$ cat config.mk
export PLATFORM = sky130hd
export DESIGN_NAME = mem_access_stage_flat
export DESIGN_NICKNAME = d
export VERILOG_FILES = /design/src/rtl/mem_access_stage_if.sv /design/src/rtl/mem_access_stage.sv /design/src/flat_wrapper.sv
export SDC_FILE = /design/constraint.sdc
export NUM_CORES = 1
export LEC_CHECK = 0
export BUFFER_PORTS_ARGS = -buffer_cell sky130_fd_sc_hd__buf_2
export CAP_MARGIN = 0
export CELL_PAD_IN_SITES_DETAIL_PLACEMENT = 1
export CELL_PAD_IN_SITES_GLOBAL_PLACEMENT = 1
export CORE_UTILIZATION = 40
export CTS_CLUSTER_SIZE = 30
export DETAILED_ROUTE_END_ITERATION = 10
export GPL_TIMING_DRIVEN = 0
export PLACE_DENSITY = 0.88
export RECOVER_POWER = 100
export SLEW_MARGIN = 10
export SYNTH_ARGS = -nofsm -noshare
export SYNTH_HDL_FRONTEND = slang
export SYNTH_SLANG_ARGS = --single-unit
$ cat constraint.sdc
create_clock -name clock -period 8.7 [get_ports clock]
set_input_delay 0.87 -clock clock [delete_from_list [all_inputs] [get_ports clock]]
set_output_delay 0.87 -clock clock [all_outputs]
set_load 0.01 [all_outputs]
$ cat src/rtl/mem_access_stage_if.sv
// Data-memory port between the MEM pipeline stage and the data memory.
// Latency: none (wires only); the master holds req until ack.
// Backpressure: the memory stretches an access by withholding dmem_ack.
interface mem_access_stage_if;
    logic        dmem_req;
    logic        dmem_we;
    logic [31:0] dmem_addr;
    logic [31:0] dmem_wdata;
    logic [31:0] dmem_rdata;
    logic        dmem_ack;

    // Pipeline stage side: issues requests, receives completion
    modport master (
        output dmem_req,
        output dmem_we,
        output dmem_addr,
        output dmem_wdata,
        input  dmem_rdata,
        input  dmem_ack
    );

    // Memory side: accepts requests, returns data and ack
    modport slave (
        input  dmem_req,
        input  dmem_we,
        input  dmem_addr,
        input  dmem_wdata,
        output dmem_rdata,
        output dmem_ack
    );
endinterface

$ cat src/rtl/mem_access_stage.sv
// MEM pipeline stage: passes ALU results to MEM/WB, runs load/store accesses on the data-memory port.
// Latency: 1 cycle for non-memory instructions; memory ops take accept + wait + 1 DONE cycle.
// Backpressure: stall_out holds EX/MEM while an access is pending; optional MEM_TIMEOUT_EN aborts stuck accesses.
module mem_access_stage #(
    parameter int TIMEOUT_CYCLES = 15
) (
    input  logic                clock,
    input  logic                reset,
    input  logic [31:0]         result_in,
    input  logic [31:0]         registro_2_in,
    input  logic [10:0]         jump_dest_addr_in,
    input  logic                zero_signal_in,
    input  logic [4:0]          reg_dest_in,
    input  logic                MemToReg_in,
    input  logic                RegWrite_in,
    input  logic                MemRead_in,
    input  logic                MemWrite_in,
    input  logic                Branch_in,
    mem_access_stage_if.master  dmem,
    output logic                stall_out,
    output logic                pc_src_out,
    output logic [10:0]         branch_addr_out,
    output logic [31:0]         read_data_out,
    output logic [31:0]         result_out,
    output logic [4:0]          reg_dest_out,
    output logic                MemToReg_out,
    output logic                RegWrite_out,
    output logic                mem_error
);

    localparam logic [1:0] S_IDLE = 2'd0;
    localparam logic [1:0] S_BUSY = 2'd1;
    localparam logic [1:0] S_DONE = 2'd2;

    logic [1:0]  r_state;
    logic        r_req;
    logic        r_we;
    logic [31:0] r_addr;
    logic [31:0] r_wdata;
    logic        r_is_load;
    logic [4:0]  r_reg_dest_l;
    logic        r_mem_to_reg_l;
    logic        r_reg_write_l;

    logic [31:0] r_read_data;
    logic [31:0] r_result;
    logic [4:0]  r_reg_dest;
    logic        r_mem_to_reg;
    logic        r_reg_write;

    logic        w_mem_instr;
    logic        w_timeout;

    assign w_mem_instr = MemRead_in | MemWrite_in;

    `ifdef MEM_TIMEOUT_EN
    localparam int CNT_W = $clog2(TIMEOUT_CYCLES + 1);

    logic [CNT_W-1:0] r_busy_cnt;
    logic             r_mem_error;

    // Last BUSY cycle of the allowed window with still no ack
    assign w_timeout = (r_state == S_BUSY) && !dmem.dmem_ack &&
                       (r_busy_cnt == CNT_W'(TIMEOUT_CYCLES - 1));

    // Count BUSY cycles without ack; cleared whenever the FSM leaves BUSY
    always_ff @(posedge clock or posedge reset) begin
        if (reset)
            r_busy_cnt <= '0;
        else if (r_state != S_BUSY)
            r_busy_cnt <= '0;
        else if (!dmem.dmem_ack)
            r_busy_cnt <= r_busy_cnt + 1'b1;
    end

    // Sticky error flag, cleared only by reset
    always_ff @(posedge clock or posedge reset) begin
        if (reset)
            r_mem_error <= 1'b0;
        else if (w_timeout)
            r_mem_error <= 1'b1;
    end

    assign mem_error = r_mem_error;
    `else
    assign w_timeout = 1'b0;
    assign mem_error = 1'b0;
    `endif

    // FSM, access latches and MEM/WB register
    always_ff @(posedge clock or posedge reset) begin
        if (reset) begin
            r_state        <= S_IDLE;
            r_req          <= 1'b0;
            r_we           <= 1'b0;
            r_addr         <= '0;
            r_wdata        <= '0;
            r_is_load      <= 1'b0;
            r_reg_dest_l   <= '0;
            r_mem_to_reg_l <= 1'b0;
            r_reg_write_l  <= 1'b0;
            r_read_data    <= '0;
            r_result       <= '0;
            r_reg_dest     <= '0;
            r_mem_to_reg   <= 1'b0;
            r_reg_write    <= 1'b0;
        end else begin
            case (r_state)
                S_IDLE: begin
                    if (w_mem_instr) begin
                        // Read+write together is a store; the read is dropped
                        r_addr         <= result_in;
                        r_wdata        <= registro_2_in;
                        r_we           <= MemWrite_in;
                        r_is_load      <= MemRead_in & ~MemWrite_in;
                        r_reg_dest_l   <= reg_dest_in;
                        r_mem_to_reg_l <= MemToReg_in;
                        r_reg_write_l  <= RegWrite_in;
                        r_req          <= 1'b1;
                        r_reg_write    <= 1'b0;
                        r_state        <= S_BUSY;
                    end else begin
                        r_result     <= result_in;
                        r_reg_dest   <= reg_dest_in;
                        r_mem_to_reg <= MemToReg_in;
                        r_reg_write  <= RegWrite_in;
                    end
                end
                S_BUSY: begin
                    if (dmem.dmem_ack) begin
                        r_req        <= 1'b0;
                        r_result     <= r_addr;
                        r_reg_dest   <= r_reg_dest_l;
                        r_mem_to_reg <= r_mem_to_reg_l;
                        r_reg_write  <= r_reg_write_l;
                        if (r_is_load)
                            r_read_data <= dmem.dmem_rdata;
                        r_state      <= S_DONE;
                    end else if (w_timeout) begin
                        r_req       <= 1'b0;
                        r_reg_write <= 1'b0;
                        r_state     <= S_DONE;
                    end else begin
                        r_reg_write <= 1'b0;
                    end
                end
                S_DONE: begin
                    // Inputs are still the completed instruction; do not re-issue it
                    r_reg_write <= 1'b0;
                    r_state     <= S_IDLE;
                end
                default: begin
                    r_state <= S_IDLE;
                end
            endcase
        end
    end

    // Upstream hold: accepting a memory op, or waiting for ack
    always_comb begin
        stall_out = 1'b0;
        if (!reset) begin
            if (r_state == S_IDLE)
                stall_out = w_mem_instr;
            else if (r_state == S_BUSY)
                stall_out = ~dmem.dmem_ack;
        end
    end

    assign pc_src_out      = Branch_in & zero_signal_in & (r_state != S_DONE);
    assign branch_addr_out = jump_dest_addr_in;

    assign dmem.dmem_req   = r_req;
    assign dmem.dmem_we    = r_we;
    assign dmem.dmem_addr  = r_addr;
    assign dmem.dmem_wdata = r_wdata;

    assign read_data_out = r_read_data;
    assign result_out    = r_result;
    assign reg_dest_out  = r_reg_dest;
    assign MemToReg_out  = r_mem_to_reg;
    assign RegWrite_out  = r_reg_write;

endmodule

$ cat src/flat_wrapper.sv
// flat-port wrapper written by rule: the top's interface ports become plain ports
module mem_access_stage_flat 
#(
    parameter int TIMEOUT_CYCLES = 15
)
  (clock, reset, result_in, registro_2_in, jump_dest_addr_in, zero_signal_in, reg_dest_in, MemToReg_in, RegWrite_in, MemRead_in, MemWrite_in, Branch_in, stall_out, pc_src_out, branch_addr_out, read_data_out, result_out, reg_dest_out, MemToReg_out, RegWrite_out, mem_error, dmem_dmem_req, dmem_dmem_we, dmem_dmem_addr, dmem_dmem_wdata, dmem_dmem_rdata, dmem_dmem_ack);
  mem_access_stage_if dmem_i ();
  input  logic clock;
  input  logic reset;
  input  logic [31:0] result_in;
  input  logic [31:0] registro_2_in;
  input  logic [10:0] jump_dest_addr_in;
  input  logic zero_signal_in;
  input  logic [4:0] reg_dest_in;
  input  logic MemToReg_in;
  input  logic RegWrite_in;
  input  logic MemRead_in;
  input  logic MemWrite_in;
  input  logic Branch_in;
  output logic stall_out;
  output logic pc_src_out;
  output logic [10:0] branch_addr_out;
  output logic [31:0] read_data_out;
  output logic [31:0] result_out;
  output logic [4:0] reg_dest_out;
  output logic MemToReg_out;
  output logic RegWrite_out;
  output logic mem_error;
  output wire logic [$bits(dmem_i.dmem_req)-1:0] dmem_dmem_req;
  output wire logic [$bits(dmem_i.dmem_we)-1:0] dmem_dmem_we;
  output wire logic [$bits(dmem_i.dmem_addr)-1:0] dmem_dmem_addr;
  output wire logic [$bits(dmem_i.dmem_wdata)-1:0] dmem_dmem_wdata;
  input wire logic [$bits(dmem_i.dmem_rdata)-1:0] dmem_dmem_rdata;
  input wire logic [$bits(dmem_i.dmem_ack)-1:0] dmem_dmem_ack;
  assign dmem_dmem_req = dmem_i.dmem_req;
  assign dmem_dmem_we = dmem_i.dmem_we;
  assign dmem_dmem_addr = dmem_i.dmem_addr;
  assign dmem_dmem_wdata = dmem_i.dmem_wdata;
  assign dmem_i.dmem_rdata = dmem_dmem_rdata;
  assign dmem_i.dmem_ack = dmem_dmem_ack;
  mem_access_stage #(.TIMEOUT_CYCLES(TIMEOUT_CYCLES)) u_core (.clock(clock), .reset(reset), .result_in(result_in), .registro_2_in(registro_2_in), .jump_dest_addr_in(jump_dest_addr_in), .zero_signal_in(zero_signal_in), .reg_dest_in(reg_dest_in), .MemToReg_in(MemToReg_in), .RegWrite_in(RegWrite_in), .MemRead_in(MemRead_in), .MemWrite_in(MemWrite_in), .Branch_in(Branch_in), .dmem(dmem_i), .stall_out(stall_out), .pc_src_out(pc_src_out), .branch_addr_out(branch_addr_out), .read_data_out(read_data_out), .result_out(result_out), .reg_dest_out(reg_dest_out), .MemToReg_out(MemToReg_out), .RegWrite_out(RegWrite_out), .mem_error(mem_error));
endmodule
* Yosys cells after proc, flatten, opt, wreduce, memory -nomap -nowiden *
Cells that the tools add are included.

storage, ports and cells
  flip-flop bits (word level) = 147
  input port bits = 121
  output and inout bits = 151
  logic and storage cells = 55

cells by class
  equality and inequality tests = 6
  muxes and demuxes = 21
  bitwise logic cells = 6
  reduce and logical (&&, ||, !) cells = 8

operator list
  kind                  number
  $mux W32              2
  $pmux W32 S2          1
  $mux W5               2
  $pmux W5 S2           1
  $mux W1               9
  $reduce_and A3 Y1     3
  $ne A2 B2 Y1 const B  3
  $mux W2               2
  $pmux W1 S2           2
  $pmux W2 S2           1
  $reduce_and A2 Y1     2
  $and A1 B1 Y1         3
  $pmux W1 S3           1
  $reduce_bool A3 Y1    1
  $eq A2 B1 Y1 const B  1
  $eq A2 B2 Y1 const B  1
  $logic_not A2 Y1      1
  $ne A2 B1 Y1 const B  1
  $not A1 Y1            2
  $reduce_bool A2 Y1    1
  $or A1 B1 Y1          1

* Depth between registers and ports, before layout *
Gate-level depths: netlist of run 1.

  depth after elaboration = 4
  mapped depth = 8
  mapped depth without buffers = 5

* Worst setup path after synthesis of run 1 *
No wires, ideal clock.

  path kind = input -> output
  from = input port MemWrite_in
  to = output port stall_out
  data arrival time = 1497 ps
  data required time = 7830 ps
  setup slack = 6333 ps
  stages = 3
  path buffers = 1
  path through = o21ai_2 > buf_2 > a21oi_1

on the way
  word-level cells in the longest chain between the ends = 3

ends and longest elaborated chain
  element          RTL line                 source
  start, declared  flat_wrapper.sv:18       input logic MemWrite_in;
  $or A1 B1 Y1     mem_access_stage.sv:54   assign w_mem_instr = MemRead_in | MemWrite_in;
  $mux W1          mem_access_stage.sv:163  if (r_state == S_IDLE)
  $mux W1          mem_access_stage.sv:162  if (!reset) begin
  end, declared    flat_wrapper.sv:20       output logic stall_out;

No other way between the ends.

* Worst setup path in the final report of run 1 *
Same ends and word-level chain as after synthesis.

==> out/summary.txt, run 1 <==
Run status = finished with violations
Failing checks = max-capacitance violations, max-slew violations
Clock sink count = 147
Insertion delay to the later sink of the worst-skew pair = 0.42 ns
Final HPWL DP = 12100 µm
Final Setup Violations = 0
First-pass GRT wire length = 25600 µm
WS Path Type = input pin to output port
Met2 wire len = 8540 µm
Post-route DRC = 0
Register bit total from synthesis = 147
Post-route minimum period = 3.84 ns
Syn Inst Count = 395
CTS Hold Bufs = 0
Diode count = 0
Yosys cell types = 24
M1 WL = 6150 µm
PwrDens = 416 mW/mm²
Max-cap violations = 1
Design Area, Final = 0.00806 mm²
Share of cells above drive strength 1 = 45.0%
Final hold viol count = 0
Clock-pin slew on the worst setup and hold paths = 0.06 ns
Clock Path Buffers = 2
Max layer used = met4
Commonest cells after routing, fill and taps aside = clkbuf_1 (174), mux2_2 (159), dfrtp_1 (147)
Antenna violations before repair = 0
Die Height = 126 µm
CTS root buffer = clkbuf_16
Area of the mapped netlist = 0.00616 mm²
Hold slack = 0.483 ns
RSZ-0062 raised after global routing = no
Worst Path Required = 7.83 ns
Critical-path maximum fanout = 10
Slew Limit Fails = 45
CP Capture Type = output port
Synth warnings = 0
WL/cell = 18.5 µm
Initial Utilization = 41.7%
Global placement routability congestion = 0.740
Global route total overflow = 0
Area growth syn-to-layout = 30.9%
Fin crit share = 44.1%
Nets@finish = 801
Die area = 0.0159 mm²
Most common cell after layout, fill and taps aside = clkbuf_1
Post-CTS setup buffers = 0
Register area = 0.00368 mm²
Cts repair resizes = 0
CTS tree = yes
DR pass1 iterations = 4
Leakage = 3.56 nW
Cell accounting for the most synthesized area = dfrtp_1
CORE AREA = 0.0148 mm²
Setup TNS = 0 ns
Critical Path Start Type = input pin
I/O pins = 272
Vias = 4293
Pwr Total = 3.35 mW
H-tree Lvls = 4
Largest net degree at the start of global routing = 104
Port bufs = 259
Arr. time, crit path = 2.97 ns
Fillcell total = 1592
Multi-input gate area = 0.00225 mm²
Chip width = 126 µm
Sequential area share after synthesis = 59.7%
Iter 0 DRT Violations = 103
Layout Skew = 0.00704 ns
Total Routing Usage GR = 21.0%
Syn_nets = 522
Area share of the leading cell type in the synthesized netlist = 59.7%
Synth area leaders = dfrtp_1 (60%), mux2_2 (29%), mux2_1 (3.7%)
Number of global-route vias before repair = 4864
Synthesized area per cell = 15.6 µm²
DRT antenna net count = 0
Routed wire length = 16100 µm
F_max = 261 MHz
Worst hold path type = flip-flop to flip-flop
Tightest Pin Transition = 2.03 ns
WL met3 = 1160 µm
CTS Buf Count = 17
Drt via density = 4.93
Post-DP Area = 0.00772 mm²
Slew Limit Headroom = -35.9%
Maximum vdd drop = 173 µV
Num rows = 44
[registers in the layout (all words and copies together), names as in the netlist, 2 cells and up]
name                    count
u_core.dmem.dmem_addr      32
u_core.dmem.dmem_wdata     32
u_core.read_data_out       32
u_core.result_out          32
u_core.r_reg_dest_l         5
u_core.reg_dest_out         5
u_core.r_state              2
[Yosys cell counts (all sizes together)]
library cell / count
o21a: 1
nand2b: 1
ha: 6
inv: 4
clkbuf: 4
a211oi: 1
dfrtp: 147
nand2: 6
o21ai: 3
conb: 1
a21oi: 2
nor2: 4
nor3: 1
buf: 28
nand3: 1
mux2: 181
and2b: 1
nor4b: 1
a41oi: 1
mux2i: 1
[path summary, 6_finish.rpt]
kind | slack [ns] | to | start | cells after the start
min in group asynchronous | 0.98 | u_core.reg_dest_out[2]$_DFFE_PP0P_ | reset | 2
hold / removal | 0.48 | u_core.RegWrite_out$_DFFE_PP0P_ | u_core.RegWrite_out$_DFFE_PP0P_ | 2
setup / recovery | 4.86 | stall_out | MemWrite_in | 5
max in group asynchronous | 6.54 | u_core.read_data_out[19]$_DFFE_PP0P_ | reset | 3
setup reg to reg | 5.69 | u_core.result_out[19]$_DFFE_PP0P_ | u_core.r_state[0]$_DFFE_PP0P_ | 8
hold reg to reg | 0.48 | u_core.RegWrite_out$_DFFE_PP0P_ | u_core.RegWrite_out$_DFFE_PP0P_ | 2
[critical path, cell delays in order]
cell,delay (ns)
clkbuf_1,0.14
o21ai_0,1.04
clkbuf_1,0.57
a21oi_1,0.15
clkbuf_1,0.18
[routing by layer]
metal	global-route usage [%]	vias up
li1	-	1935
met1	23.3	2159
met2	38.0	177
met3	6.88	22
met4	6.38	0
met5	0	-
[per-stage QoR]
stage               std cells  worst slack, ns  utilization, %
floorplan                 395             3.88               -
global placement          838             2.37            52.1
detailed placement        839             5.72            52.3
CTS                       870             5.59            56.4
global route              870             4.59            54.6
finish                    870             4.86            54.6
[power breakdown]
| part | internal [mW] | switching, mW | leakage, nW |
|---|---|---|---|
| Sequential | 1.04 | 0.210 | 1.74 |
| Combinational | 0.662 | 0.700 | 1.54 |
| Clock | 0.462 | 0.272 | 0.285 |
[logic make-up (layout without fill, tap and decap cells)]
family	count (synthesis)	in the layout	synth area share, %
other	1	1	0.0609
muxes	182	182	33.3
and+or+nand+nor	15	15	1.32
AOI/OAI and AO/OA	8	8	0.874
buffers and inverters	36	327	3.55
DFF	147	147	59.7
adders and majority gates	6	6	1.22
[final cells by class]
class / instances / area share [%]
Buffer: 32 / 2.05
Clock buffer: 21 / 5.71
Clock inverter: 10 / 1.64
Multi-Input combinational cell: 212 / 27.9
Inverter: 4 / 0.202
Sequential cell: 147 / 45.6
Timing Repair Buffer: 260 / 14.1
Tap cell: 184 / 2.86
Power figures use the tool's default switching activity.
==> run 2: changes to the inputs <==
--- a/config.mk
+++ b/config.mk
@@ -9,11 +9,11 @@
 export CAP_MARGIN = 0
 export CELL_PAD_IN_SITES_DETAIL_PLACEMENT = 1
 export CELL_PAD_IN_SITES_GLOBAL_PLACEMENT = 1
-export CORE_UTILIZATION = 40
+export CORE_UTILIZATION = 37
 export CTS_CLUSTER_SIZE = 30
 export DETAILED_ROUTE_END_ITERATION = 10
 export GPL_TIMING_DRIVEN = 0
-export PLACE_DENSITY = 0.88
+export PLACE_DENSITY = 0.83
 export RECOVER_POWER = 100
 export SLEW_MARGIN = 10
 export SYNTH_ARGS = -nofsm -noshare
==> constraint.sdc (replaced) <==
create_clock -name clock -period 3.9 [get_ports clock]
set_input_delay 0.39 -clock clock [delete_from_list [all_inputs] [get_ports clock]]
set_output_delay 0.39 -clock clock [all_outputs]
set_load 0.01 [all_outputs]
==> run 2 against run 1 <==
Against the previous run: the run still ends with max-capacitance violations, max-slew violations left; largest power group unchanged; clock power is 99% higher; flip-flop and latch count unchanged; register-to-register slack worse by 4.8 ns; setup slack got worse by 4.0 ns; clock skew shrank 0.0012 ns; cell count is 4.3% higher; count of clock-buffer cells in the layout is 2 lower.
==> out/summary.txt, run 2 (synthesis gave the netlist of run 1 again) <==
Run status = finished with violations
Failing checks = max-capacitance violations, max-slew violations
Iter 0 DRT Violations = 86
Routed wire length = 15700 µm
Die area = 0.0172 mm²
Comb pwr share = 41.6%
Global route total overflow = 0
Clock group share of total power = 20.2%
Port bufs = 259
Insertion delay to the later sink of the worst-skew pair = 0.41 ns
CTS Buf Count = 17
Share of cells above drive strength 1 = 45.6%
CORE AREA = 0.0161 mm²
Maximum vdd drop = 374 µV
Commonest cells after routing, fill and taps aside = clkbuf_1 (172), mux2_2 (159), dfrtp_1 (147)
Int Pwr = 4.63 mW
Total Routing Usage GR = 18.4%
CP Cell Sequence = inv_1, ha_1, clkbuf_1, o21ai_0, buf_2, a21oi_1, buf_2
Worst Path Required = 3.51 ns
PwrDens = 899 mW/mm²
Max-cap violations = 3
Hold Startpoint = dmem_dmem_rdata[21]
Vias = 4286
Crit path launch = u_core.r_state[1]$_DFFE_PP0P_
Arr. time, crit path = 2.62 ns
P_sw = 2.62 mW
Post-route minimum period = 3.01 ns
CTS Hold Bufs = 1
CTS root buffer = clkbuf_16
Layout Skew = 0.00580 ns
Critical R2R Launch = u_core.r_state[0]$_DFFE_PP0P_
First-pass GRT wire length = 23900 µm
Slew Limit Headroom = -33.0%
Tightest Pin Transition = 1.99 ns
DRT antenna net count = 0
Critical Path Start Type = flip-flop
Post-route DRC = 0
I/O pins = 272
Global placement routability congestion = 0.708
Final Setup Violations = 0
Number of global-route vias before repair = 4657
Most used cell, CP = buf_2
CTS tree = yes
Drt via density = 4.73
Critical-path maximum fanout = 10
Final hold viol count = 0
Sequential share of power = 38.3%
Setup TNS = 0 ns
Post-CTS setup buffers = 0
Area growth syn-to-layout = 30.8%
Nets@finish = 805
F_max = 332 MHz
Hold slack = 0.211 ns
Slew Limit Fails = 106
WL/cell = 17.3 µm
Clock sink count = 147
CP max stage cell = o21ai_0
Initial Utilization = 38.4%
RSZ-0062 raised after global routing = no
Fin crit share = 77.2%
H-tree Lvls = 4
Clock Path Buffers = 2
Clock-pin slew on the worst setup and hold paths = 0.06 ns
Final HPWL DP = 12100 µm
Max incr delay on CP = 0.50 ns
Leakage = 3.53 nW
Diode count = 0
WS Path Type = flip-flop to output port
Switching Share = 36.1%
Antenna violations before repair = 2
CP Capture Type = output port
DR pass1 iterations = 4
Num rows = 46
Chip width = 131 µm
Largest net degree at the start of global routing = 40
Die Height = 131 µm
Worst hold path type = input pin to flip-flop
Most common cell after layout, fill and taps aside = clkbuf_1
Cts repair resizes = 0
-- run 2: path summary, 6_finish.rpt --
kind	to	slack [ns]	depth (start not counted)
min in group asynchronous	u_core.dmem.dmem_we$_DFFE_PP0P_	0.50	3
worst max-delay path	stall_out	0.89	7
worst min-delay path	u_core.read_data_out[21]$_DFFE_PP0P_	0.21	2
worst min register to register	u_core.result_out[1]$_DFFE_PP0P_	0.49	1
worst max register to register	u_core.result_out[3]$_DFFE_PP0P_	0.92	8
max in group asynchronous	u_core.result_out[6]$_DFFE_PP0P_	1.25	4
-- run 2: power groups by stage --
stage                     sequential [mW]  clock (mW)  combinational (mW)
after global placement               2.70           0                3.22
final                                2.77        1.46                3.01
after detailed placement             2.78           0                3.36
after global routing                 2.89        1.57                3.30
after CTS                            2.76        1.51                3.37
after floorplan                      3.08           0                1.74
-- run 2: layer usage --
layer / track usage (%) / routed length (µm)
met5: 0 / 8
met4: 6.56 / 289
met3: 5.42 / 1140
met2: 33.1 / 8200
met1: 20.7 / 6060
-- run 2: critical path: cells and delay by family (launching register included) --
| family | cells | cell delay (ns) |
|---|---|---|
| adder cells (fa/ha/maj) | 1 | 0.16 |
| flip-flops | 1 | 0.41 |
| buffers and inverters | 4 | 0.95 |
| AO/OA/AOI/OAI | 2 | 0.68 |
-- run 2: metrics by stage --
| stage | util (%) | worst slack, ns | cell area, µm² | power, mW | std cells |
|---|---|---|---|---|---|
| floorplan | - | 1.66 | 6160 | 4.81 | 395 |
| global placement | 48.1 | 0.775 | 7730 | 5.92 | 870 |
| detailed placement | 48.6 | 1.57 | 7810 | 6.14 | 874 |
| CTS | 52.0 | 1.28 | 8350 | 7.64 | 907 |
| global route | 50.2 | 0.632 | 8060 | 7.76 | 907 |
| finish | 50.2 | 0.890 | 8060 | 7.25 | 907 |
-- run 2: layout make-up --
class | count | area [µm²]
plain buffers | 32 | 168
clock buffers | 19 | 443
clock inverters | 13 | 87.6
fillers | 1792 | 8000
inverters | 4 | 16.3
multi-input cells | 212 | 2250
flip-flops and latches | 147 | 3680
well taps | 216 | 270
repair buffers | 264 | 1150
==> run 3: changes to the inputs <==
--- a/config.mk
+++ b/config.mk
@@ -9,11 +9,11 @@
 export CAP_MARGIN = 0
 export CELL_PAD_IN_SITES_DETAIL_PLACEMENT = 1
 export CELL_PAD_IN_SITES_GLOBAL_PLACEMENT = 1
-export CORE_UTILIZATION = 37
+export CORE_UTILIZATION = 34
 export CTS_CLUSTER_SIZE = 30
 export DETAILED_ROUTE_END_ITERATION = 10
 export GPL_TIMING_DRIVEN = 0
-export PLACE_DENSITY = 0.83
+export PLACE_DENSITY = 0.8
 export RECOVER_POWER = 100
 export SLEW_MARGIN = 10
 export SYNTH_ARGS = -nofsm -noshare
==> constraint.sdc (replaced) <==
create_clock -name clock -period 2.5 [get_ports clock]
set_input_delay 0.25 -clock clock [delete_from_list [all_inputs] [get_ports clock]]
set_output_delay 0.25 -clock clock [all_outputs]
set_load 0.01 [all_outputs]
==> run 3 against run 2 <==
Against the previous run: the run now ends clean; routed wire length is 2.0% higher; setup slack lost 0.70 ns; clock power grew 91%; cell count up 0.99%; largest cell class unchanged; utilization is 3.0 points lower.
==> out/summary.txt, run 3 (synthesis gave the netlist of run 1 again) <==
Global route total overflow = 0
Final Setup Violations = 0
Number of global-route vias before repair = 4729
Clock group share of total power = 23.4%
Drt via density = 4.70
Clock Path Buffers = 2
F_max = 433 MHz
CP top delay family = buffers and inverters
CORE AREA = 0.0175 mm²
Commonest cells after routing, fill and taps aside = clkbuf_1 (162), mux2_2 (160), dfrtp_1 (147)
Vias = 4307
First-pass GRT wire length = 25000 µm
RSZ-0062 raised after global routing = no
Die Height = 137 µm
CTS Buf Count = 17
WL met3 = 1110 µm
P_sw = 4.11 mW
Clock-pin slew on the worst setup and hold paths = 0.06 ns
Critical Path Start Type = flip-flop
Hold slack = 0.0721 ns
WL/cell = 17.5 µm
Pwr Total = 11.9 mW
Final core utilization = 47.2%
Port bufs = 259
Tightest Pin Transition = 1.04 ns
WS Path Type = flip-flop to output port
Met2 wire len = 8240 µm
Sequential share of power = 36.2%
Most common cell after layout, fill and taps aside = clkbuf_1
Routed wire length = 16000 µm
Insertion delay to the later sink of the worst-skew pair = 0.41 ns
Max incr delay on CP = 0.43 ns
CTS root buffer = clkbuf_16
Fin crit share = 92.4%
Critical-path maximum fanout = 10
Die area = 0.0187 mm²
Arr. time, crit path = 2.06 ns
Num rows = 48
Maximum vdd drop = 568 µV
Run status = finished clean
Iter 0 DRT Violations = 66
Max layer used = met4
CP Cell Sequence = inv_1, ha_1, buf_2, o21ai_2, buf_4, a21oi_1, buf_2
Nets@finish = 805
Comb pwr share = 40.4%
Post-Place Worst Slack = 0.111 ns
CTS tree = yes
Chip width = 137 µm
Max-cap violations = 0
H-tree Lvls = 4
Final Worst Setup Slack = 0.191 ns
Worst Path Buf+Inv = 4
Post-route minimum period = 2.31 ns
CP Capture Type = output port
Final HPWL DP = 12200 µm
Clock sink count = 147
Initial Utilization = 35.2%
Leakage = 3.64 nW
Worst hold path type = input pin to flip-flop
M1 WL = 6470 µm
Switching Share = 34.5%
CP max stage cell = dfrtp_1
Slew Limit Headroom = 30.5%
Post-CTS setup buffers = 0
PwrDens = 1450 mW/mm²
Share of cells above drive strength 1 = 47.2%
Post-route DRC = 0
DRT antenna net count = 0
Worst Path Required = 2.25 ns
DR pass1 iterations = 4
Layout Skew = 0.00705 ns
Largest net degree at the start of global routing = 42
Final hold viol count = 0
Antenna violations before repair = 2
Total Routing Usage GR = 17.6%
Most used cell, CP = buf_2
Area growth syn-to-layout = 33.9%
Int Pwr = 7.81 mW
I/O pins = 272
Slew Limit Fails = 0
Global placement routability congestion = 0.735
==> run 3: cell count changes in the layout (fill, tap and decap cells not counted) <==
cell / before / now
clkbuf_2: 0 / 5
inv_6: 1 / 2
mux2_2: 159 / 160
bufinv_16: 0 / 5
diode_2: 0 / 1
mux2_1: 22 / 21
buf_16: 0 / 1
buf_6: 0 / 3
buf_4: 12 / 13
clkbuf_1: 172 / 162
clkinv_2: 5 / 1
o21ai_2: 0 / 1
o21ai_0: 3 / 2
clkinvlp_4: 6 / 3
==> run 3: metal layers <==
layer,GRT usage [%],vias up
met3,5.63,11
met2,30.2,165
met5,0,-
met4,5.37,0
li1,-,1950
met1,20.8,2181
==> run 3: layout make-up <==
class	instances	area [µm²]
Fill cell	1877	9230
Sequential cell	147	3680
Multi-Input combinational cell	212	2250
Timing Repair Buffer	264	1180
Clock buffer	19	443
Tap cell	225	282
Clock inverter	12	204
Buffer	32	198
Inverter	4	16.3
Antenna cell	1	2.50
==> run 3: path summary, 6_finish.rpt <==
path | slack (ns) | start | to | depth (start not counted)
setup reg to reg | 0.19 | u_core.r_state[1]$_DFFE_PP0P_ | u_core.result_out[8]$_DFFE_PP0P_ | 6
setup / recovery | 0.19 | u_core.r_state[0]$_DFFE_PP0P_ | stall_out | 7
max in group asynchronous | 0.44 | reset | u_core.read_data_out[31]$_DFFE_PP0P_ | 5
min in group asynchronous | 0.59 | reset | u_core.dmem.dmem_wdata[31]$_DFFE_PP0P_ | 3
hold / removal | 0.07 | dmem_dmem_rdata[2] | u_core.read_data_out[2]$_DFFE_PP0P_ | 2
hold reg to reg | 0.48 | u_core.dmem.dmem_we$_DFFE_PP0P_ | u_core.dmem.dmem_we$_DFFE_PP0P_ | 2
==> run 3: timing repair <==
| item | CTS | global route |
|---|---|---|
| hold endpoints to repair | 22 | 0 |
| setup endpoints to repair | 0 | 8 |
| hold buffers | 1 | 0 |
| gates resized for setup | 0 | 5 |
==> run 3: stage by stage <==
stage,std cells,area [µm²],TNS [ns]
CTS,915,8490,0
global placement,879,7740,-66.28
finish,916,8250,0
global route,916,8250,0
floorplan,395,6160,0
detailed placement,883,7830,0
==> run 3: power groups by stage <==
stage	clock, mW	sequential (mW)	combinational [mW]
2_1_floorplan	0	4.80	2.71
3_3_place_gp	0	4.22	5.04
3_5_place_dp	0	4.33	5.27
4_1_cts	2.87	4.31	5.29
5_1_grt	2.97	4.51	5.27
6_report	2.79	4.32	4.82
